`src/rtl/writeback_scheduler_pkg.sv`:
```
// rtl/writeback_scheduler_pkg.sv - shared core types for the writeback scheduler
// Contents:
//   XLEN                 datapath width
//   rv_reg_t             architectural register index
//   reg_write_control_t  register_file write request {enable, which_register, value}
//   wb_arb_state_t       writeback arbiter states (IDLE/CONTEND/FORCE)
package writeback_scheduler_pkg;

  localparam int XLEN       = 32;
  localparam int REG_ADDR_W = 5;

  typedef logic [REG_ADDR_W-1:0] rv_reg_t;

  typedef struct packed {
    logic            enable;
    rv_reg_t         which_register;
    logic [XLEN-1:0] value;
  } reg_write_control_t;

  typedef enum logic [1:0] {
    WB_IDLE    = 2'd0,
    WB_CONTEND = 2'd1,
    WB_FORCE   = 2'd2
  } wb_arb_state_t;

endpackage

```
`src/rtl/writeback_scheduler_scoreboard.sv`:
```
// rtl/writeback_scheduler_scoreboard.sv - busy scoreboard for long-latency destinations
// Ports:
//   i_clock, i_reset          clock, asynchronous active-high reset
//   i_set_en, i_set_rd        mark a destination busy at the next edge
//   i_clr_en, i_clr_rd        release a destination at the next edge
//   i_rs1, i_rs2              source lookups  -> o_rs1_busy, o_rs2_busy
//   i_waw_rd                  WAW lookup      -> o_waw_busy
//   o_pending                 any busy bit set
//   o_busy                    raw busy vector
module reg_scoreboard
  import writeback_scheduler_pkg::*;
#(
  parameter int NUM_REGS = 32
) (
  input  logic                i_clock,
  input  logic                i_reset,
  input  logic                i_set_en,
  input  rv_reg_t             i_set_rd,
  input  logic                i_clr_en,
  input  rv_reg_t             i_clr_rd,
  input  rv_reg_t             i_rs1,
  input  rv_reg_t             i_rs2,
  input  rv_reg_t             i_waw_rd,
  output logic                o_rs1_busy,
  output logic                o_rs2_busy,
  output logic                o_waw_busy,
  output logic                o_pending,
  output logic [NUM_REGS-1:0] o_busy
);

  logic [NUM_REGS-1:0] r_busy;
  logic [NUM_REGS-1:0] w_set_mask;
  logic [NUM_REGS-1:0] w_clr_mask;

  // x0 reads as never busy, and indices beyond NUM_REGS are treated as free.
  function automatic logic lookup(input logic [NUM_REGS-1:0] vec, input rv_reg_t rd);
    lookup = (rd != '0) && (int'(rd) < NUM_REGS) && vec[rd];
  endfunction

  always_comb begin
    w_set_mask = '0;
    w_clr_mask = '0;
    if (i_set_en && (int'(i_set_rd) < NUM_REGS)) w_set_mask[i_set_rd] = 1'b1;
    if (i_clr_en && (int'(i_clr_rd) < NUM_REGS)) w_clr_mask[i_clr_rd] = 1'b1;
  end

  // Bit 0 is masked so x0 can never become busy.
  always_ff @(posedge i_clock or posedge i_reset) begin
    if (i_reset) begin
      r_busy <= '0;
    end else begin
      r_busy <= ((r_busy & ~w_clr_mask) | w_set_mask) & ~NUM_REGS'(1);
    end
  end

  assign o_rs1_busy = lookup(r_busy, i_rs1);
  assign o_rs2_busy = lookup(r_busy, i_rs2);
  assign o_waw_busy = lookup(r_busy, i_waw_rd);
  assign o_pending  = |r_busy;
  assign o_busy     = r_busy;

endmodule

```
`src/rtl/writeback_scheduler.sv`:
```
// rtl/writeback_scheduler.sv - register-file write port arbiter and long-latency hazard scoreboard
// Ports:
//   i_clock, i_reset                          clock, asynchronous active-high reset
//   i_pipe_wb / o_pipe_hold                   pipeline writeback request and freeze
//   i_long_valid, i_long_rd, i_long_value     long-latency result
//   o_long_ready                              long-latency result accepted this cycle
//   i_issue_valid, i_issue_rd                 long-latency dispatch
//   i_rs1, i_rs2 / o_stall                    decode sources and hazard stall
//   o_write_control                           registered request to register_file
//   o_pending                                 at least one destination in flight
module writeback_scheduler
  import writeback_scheduler_pkg::*;
#(
  parameter int NUM_REGS = 32,
  parameter int MAX_WAIT = 4
) (
  input  logic               i_clock,
  input  logic               i_reset,
  input  reg_write_control_t i_pipe_wb,
  output logic               o_pipe_hold,
  input  logic               i_long_valid,
  input  rv_reg_t            i_long_rd,
  input  logic [XLEN-1:0]    i_long_value,
  output logic               o_long_ready,
  input  logic               i_issue_valid,
  input  rv_reg_t            i_issue_rd,
  input  rv_reg_t            i_rs1,
  input  rv_reg_t            i_rs2,
  output logic               o_stall,
  output reg_write_control_t o_write_control,
  output logic               o_pending
);

  localparam int CNT_W = $clog2(MAX_WAIT + 1);

  wb_arb_state_t       r_state;
  wb_arb_state_t       w_state_nxt;
  logic [CNT_W-1:0]    r_wait_cnt;
  logic [CNT_W-1:0]    w_wait_cnt_nxt;
  reg_write_control_t  r_wc;
  logic                r_wc_long;

  logic                w_pipe_req;
  logic                w_ready;
  logic                w_hold;
  logic                w_grant_long;
  logic                w_grant_pipe;
  logic                w_stall;
  logic                w_set_en;
  logic                w_rs1_busy;
  logic                w_rs2_busy;
  logic                w_waw_busy;
  logic [NUM_REGS-1:0] w_busy_vec;

  // A pipe write to x0 is architecturally a no-op, so it never contends.
  assign w_pipe_req = i_pipe_wb.enable && (i_pipe_wb.which_register != '0);

  always_comb begin
    w_state_nxt    = r_state;
    w_wait_cnt_nxt = r_wait_cnt;
    w_ready        = 1'b0;
    w_hold         = 1'b0;
    w_grant_pipe   = 1'b0;
    case (r_state)
      WB_IDLE: begin
        if (i_long_valid && w_pipe_req) begin
          w_grant_pipe   = 1'b1;
          w_wait_cnt_nxt = CNT_W'(1);
          w_state_nxt    = (CNT_W'(1) == CNT_W'(MAX_WAIT)) ? WB_FORCE : WB_CONTEND;
        end else if (i_long_valid) begin
          w_ready = 1'b1;
        end else begin
          w_grant_pipe = w_pipe_req;
        end
      end
      WB_CONTEND: begin
        if (!i_long_valid) begin
          // Requester withdrew; nothing left to protect from starvation.
          w_grant_pipe   = w_pipe_req;
          w_state_nxt    = WB_IDLE;
          w_wait_cnt_nxt = '0;
        end else if (w_pipe_req) begin
          // Looking at the incremented count means the loss that reaches
          // MAX_WAIT sends us to FORCE, so the long result wins on the next
          // cycle instead of losing once more.
          w_grant_pipe   = 1'b1;
          w_wait_cnt_nxt = r_wait_cnt + CNT_W'(1);
          if (w_wait_cnt_nxt == CNT_W'(MAX_WAIT)) w_state_nxt = WB_FORCE;
        end else begin
          w_ready        = 1'b1;
          w_state_nxt    = WB_IDLE;
          w_wait_cnt_nxt = '0;
        end
      end
      WB_FORCE: begin
        w_ready        = 1'b1;
        w_hold         = 1'b1;
        w_state_nxt    = WB_IDLE;
        w_wait_cnt_nxt = '0;
      end
      default: begin
        w_state_nxt    = WB_IDLE;
        w_wait_cnt_nxt = '0;
      end
    endcase
  end

  assign w_grant_long = w_ready && i_long_valid;

  always_ff @(posedge i_clock or posedge i_reset) begin
    if (i_reset) begin
      r_state    <= WB_IDLE;
      r_wait_cnt <= '0;
      r_wc       <= '0;
      r_wc_long  <= 1'b0;
    end else begin
      r_state    <= w_state_nxt;
      r_wait_cnt <= w_wait_cnt_nxt;
      if (w_grant_long) begin
        // A long result to x0 is consumed but never written.
        r_wc      <= '{enable: (i_long_rd != '0), which_register: i_long_rd, value: i_long_value};
        r_wc_long <= (i_long_rd != '0);
      end else if (w_grant_pipe) begin
        r_wc      <= i_pipe_wb;
        r_wc_long <= 1'b0;
      end else begin
        r_wc      <= '0;
        r_wc_long <= 1'b0;
      end
    end
  end

  // Busy clears as register_file commits the long write, one edge after the
  // handshake, so stall still sees the pre-clear value in that cycle.
  reg_scoreboard #(
    .NUM_REGS (NUM_REGS)
  ) u_scoreboard (
    .i_clock    (i_clock),
    .i_reset    (i_reset),
    .i_set_en   (w_set_en),
    .i_set_rd   (i_issue_rd),
    .i_clr_en   (r_wc_long),
    .i_clr_rd   (r_wc.which_register),
    .i_rs1      (i_rs1),
    .i_rs2      (i_rs2),
    .i_waw_rd   (i_issue_rd),
    .o_rs1_busy (w_rs1_busy),
    .o_rs2_busy (w_rs2_busy),
    .o_waw_busy (w_waw_busy),
    .o_pending  (o_pending),
    .o_busy     (w_busy_vec)
  );

  assign w_stall  = !i_reset && (w_rs1_busy || w_rs2_busy || (i_issue_valid && w_waw_busy));
  assign w_set_en = i_issue_valid && !w_stall && (i_issue_rd != '0);

  assign o_stall         = w_stall;
  assign o_long_ready    = !i_reset && w_ready;
  assign o_pipe_hold     = !i_reset && w_hold;
  assign o_write_control = r_wc;

  a_long_rd_busy: assert property (@(posedge i_clock) disable iff (i_reset)
    (i_long_valid && (i_long_rd != '0)) |-> w_busy_vec[i_long_rd])
    else $error("long result presented for non-busy register x%0d", i_long_rd);

endmodule

```
`config.mk`:
```
export PLATFORM = sky130hd
export DESIGN_NAME = writeback_scheduler
export DESIGN_NICKNAME = d
export VERILOG_FILES = /design/src/rtl/writeback_scheduler_pkg.sv /design/src/rtl/writeback_scheduler_scoreboard.sv /design/src/rtl/writeback_scheduler.sv
export SDC_FILE = /design/constraint.sdc
export NUM_CORES = 1
export LEC_CHECK = 0
export ABC_CLOCK_PERIOD_IN_PS = 2400
export CAP_MARGIN = 20
export CORE_UTILIZATION = 42
export DETAILED_ROUTE_END_ITERATION = 8
export PLACE_DENSITY = 0.81
export SYNTH_ARGS = -nofsm -noshare
export SYNTH_HDL_FRONTEND = slang
export SYNTH_SLANG_ARGS = --single-unit
export TNS_END_PERCENT = 20
```
`constraint.sdc`:
```
create_clock -name i_clock -period 2.4 [get_ports i_clock]
set_input_delay 0.36 -clock i_clock [delete_from_list [all_inputs] [get_ports i_clock]]
set_output_delay 0.36 -clock i_clock [all_outputs]
set_load 0.005 [all_outputs]
```
==> run_results.csv <==
group,metric,value,unit
min_path,hp-class,"reg -> reg",
clocking,path_clk_slew,80,ps
timing,period_needed,2550,ps
global_routing,grt.total_usage,30.4,%
synthesis,syn-num-nets,493,
clocking,clk_latency,360,ps
synthesis,synth_top_cell_by_area,"dfrtp_1",
placed_design,dp.final_hpwl,11.8,mm
critical_path,path_class,"reg -> out",
floorplanning,start_util,43.0,%
clocking,cts_tree,"done",
floorplanning,die_h,102,um
critical_path,cp_max_fo,2,
critical_path,startpoint_type,"flop",
drt,antenna_left,0,
timing,finalCritPeriodShare,106,%
critical_path,crit_arrival,2190,ps
floorplanning,die_x,102,um
flow_run,drv_cap,0,
floorplanning,io_pins,136,
pwr,power.internal,2.56,mW
drt,drc,0,
synthesis,synth_ff_type,"dfrtp_1",
synthesis,syn_inst,397,
critical_path,slowest_delay,440,ps
timing,hold_violations,0,
clocking,ctsHtreeMaxLevel,3,
synthesis,synth_common_cells,"75 x dfrtp_1, 42 x nand2_1, 37 x a22o_1",
finish,final_nets,706,
critical_path,rrSetupSlack,40,ps
global_routing,grt_max_degree,76,
clocking,cts_sinks,75,
pwr,cellLeakagePower,2.59,nW
pwr,power.total,3.72,mW
synthesis,synth_top_area_share,44.9,%
drt,vias,4420,
timing,fmax,393,MHz
global_routing,use_met2,50.8,%
pwr,switching_share,31.0,%
floorplanning,dieArea,0.0104,mm^2
global_routing,grt.busiest_layer,"met2",
synthesis,yosysWarningCount,0,
synthesis,seq_area_frac_synth,44.9,%
finish,n_antenna_cell,0,
floorplanning,coreArea,0.00973,mm^2
finish,drive_gt1_share,24.9,%
clocking,cts_hold_buf,0,
global_routing,antenna_found_initial,0,
pwr,sequentialPowerShare,43.9,%
finish,instances_no_fill,747,
synthesis,synth_area_leaders,"dfrtp_1 45%, a22o_1 7.7%, mux4_2 7.0%, o211ai_1 5.7%, o21ai_0 3.9%",
critical_path,cp-end-kind,"output pin",
timing,final.setup_skew,10.2,ps
clocking,numCtsBuffers,9,
drt,drt-vias-per-instance,5.92,
timing,rsz0062_at_grt,"yes",
floorplanning,num_rows,36,
synthesis,synth.most_common_cell,"dfrtp_1",
placed_design,io_buffers,135,
pwr,p_comb_share,33.4,%
drt,wire_per_inst,20.4,um
synthesis,avgSynthCellArea,10.5,um^2
timing,fin_tns_setup,-145,ps
synthesis,ys_ff_latch,75,
pwr,powerDensity,566,mW/mm^2
placed_design,gp_congestion,1.01,
clocking,cts_root_buffer,"clkbuf_8",
pwr,p_switching,1.15,mW
timing,worst_pin_slew,920,ps
timing,slew_headroom,38.7,%
drt,drtIter0Drc,349,
timing,worst_slack,-145,ps
drt,dr.pass1.iters,7,
pwr,ir_drop,0.385,mV
placed_design,placed_cells,725,
critical_path,cp_slowest_cell,"mux4_2",
global_routing,grt_pass1_wl,23.1,mm
drt,wl,15.2,mm
finish,fillCellCount,765,
global_routing,use_met3,6.69,%
synthesis,synth_cell_types,44,
global_routing,first_global_vias,4575,
clocking,clock_path_buffers,2,
global_routing,grt-ovfl-total,0,
run_status,violations,"negative setup slack",
timing,drv_slew,0,
critical_path,required,2040,ps
timing,final-setup-viol-count,1,
synthesis,synthArstFlopShare,100,%
finish,syn_to_final_growth,57.1,%
critical_path,crit_chain,"buf_6 > mux4_2 > mux2i_1 > nor3b_2 > a211oi_4 > o211ai_1 > o21a_1 > buf_2",
global_routing,grt_use_met1,36.0,%
run_status,status,"finished, violations left",
pwr,pwr-share-clk,22.8,%
synthesis,syn_area,0.00418,mm^2
synthesis,synth_enable_flop_cells,0,
-- cell usage in the layout, fill, tap and decap left out, types with 5 or more instances in the layout --
cell type and n:
clkdlybuf4s50_1 123, buf_4 80, dfrtp_1 72, nand2_1 42, a22o_1 37, o21ai_0 32
o211ai_1 32, mux2i_1 15, mux4_2 13, nor2_1 12, clkbuf_8 10, nand3b_1 9
dlygate4sd2_1 9, nor2b_1 8, nand2b_1 7, a21oi_1 6, nand3_1 6, nor4_1 6
mux2_2 5, or3b_2 5, buf_6 5
-- per-stage QoR --
step / hold slack [ps] / worst slack, ps / util (%) / area (um^2)
4_1_cts: 532 / -158 / 67.1 / 6530
2_1_floorplan: 480 / 187 / - / 4190
3_3_place_gp: 498 / -609 / 64.5 / 6280
3_5_place_dp: 515 / -638 / 64.5 / 6280
5_1_grt: 572 / -228 / 67.5 / 6570
6_report: 528 / -145 / 67.5 / 6570
-- kinds of logic (layout without fill, tap and decap cells) --
kind of cell	after synthesis	count (layout)	share of synthesized area [%]
and+or+nand+nor	131	131	17.4
AOI/OAI and AO/OA	128	128	22.1
DFF	75	75	44.9
muxes	34	34	12.2
buffers and inverters	27	244	2.81
adders and majority gates	2	2	0.598
-- registers in the layout, summed over array words and instances (netlist names) --
signal / flops
o_write_control: 38
u_scoreboard.o_busy: 31
r_wait_cnt: 3
r_state: 2
r_wc_long: 1
-- routing by layer --
| layer | share of wire (%) | wire, um |
|---|---|---|
| met1 | 38 | 5780 |
| met2 | 49 | 7480 |
| met3 | 8.3 | 1260 |
| met4 | 4.7 | 718 |
| met5 | 0 | 0 |
-- cell type report --
type | count | area (um^2) | area share [%]
multi-input cells | 295 | 2280 | 34.7
clock inverters | 2 | 12.5 | 0.190
clock buffers | 13 | 149 | 2.27
well taps | 133 | 166 | 2.53
inverters | 5 | 22.5 | 0.343
repair buffers | 224 | 2060 | 31.4
flip-flops and latches | 75 | 1880 | 28.6
-- power by group through the flow --
stage,Combinational [mW],Sequential [mW],Clock (mW)
global route,1.33,1.64,0.918
detailed placement,1.17,1.64,0
CTS,1.22,1.62,0.852
floorplan,0.512,1.59,0
global placement,1.14,1.64,0
finish,1.24,1.63,0.846
-- path summary, 6_finish.rpt --
kind | cells after the start | start | end
worst max-delay path | 8 | u_scoreboard.o_busy[19] | o_stall
worst min-delay path | 2 | r_wait_cnt[2] | r_wait_cnt[2]
worst max register to register | 9 | u_scoreboard.o_busy[24] | u_scoreboard.o_busy[3]
worst min register to register | 2 | r_wait_cnt[2] | r_wait_cnt[2]
max in group asynchronous | 3 | i_reset | u_scoreboard.o_busy[23]
min in group asynchronous | 3 | i_reset | u_scoreboard.o_busy[6]
-- critical path, delay by kind of cell (launching register included) --
kind / cells / cell delay (ps)
compound gates: 3 / 470
buf+inv: 2 / 250
flops: 1 / 390
mux: 2 / 640
simple gates: 1 / 80
-- repair_timing --
| action | in CTS | in global routing |
|---|---|---|
| setup endpoints to repair | 31 | 34 |
| pin swaps | 9 | 4 |
| resized for setup | 37 | 8 |
| setup buffers | 6 | 1 |
Power figures use the tool's default switching activity.
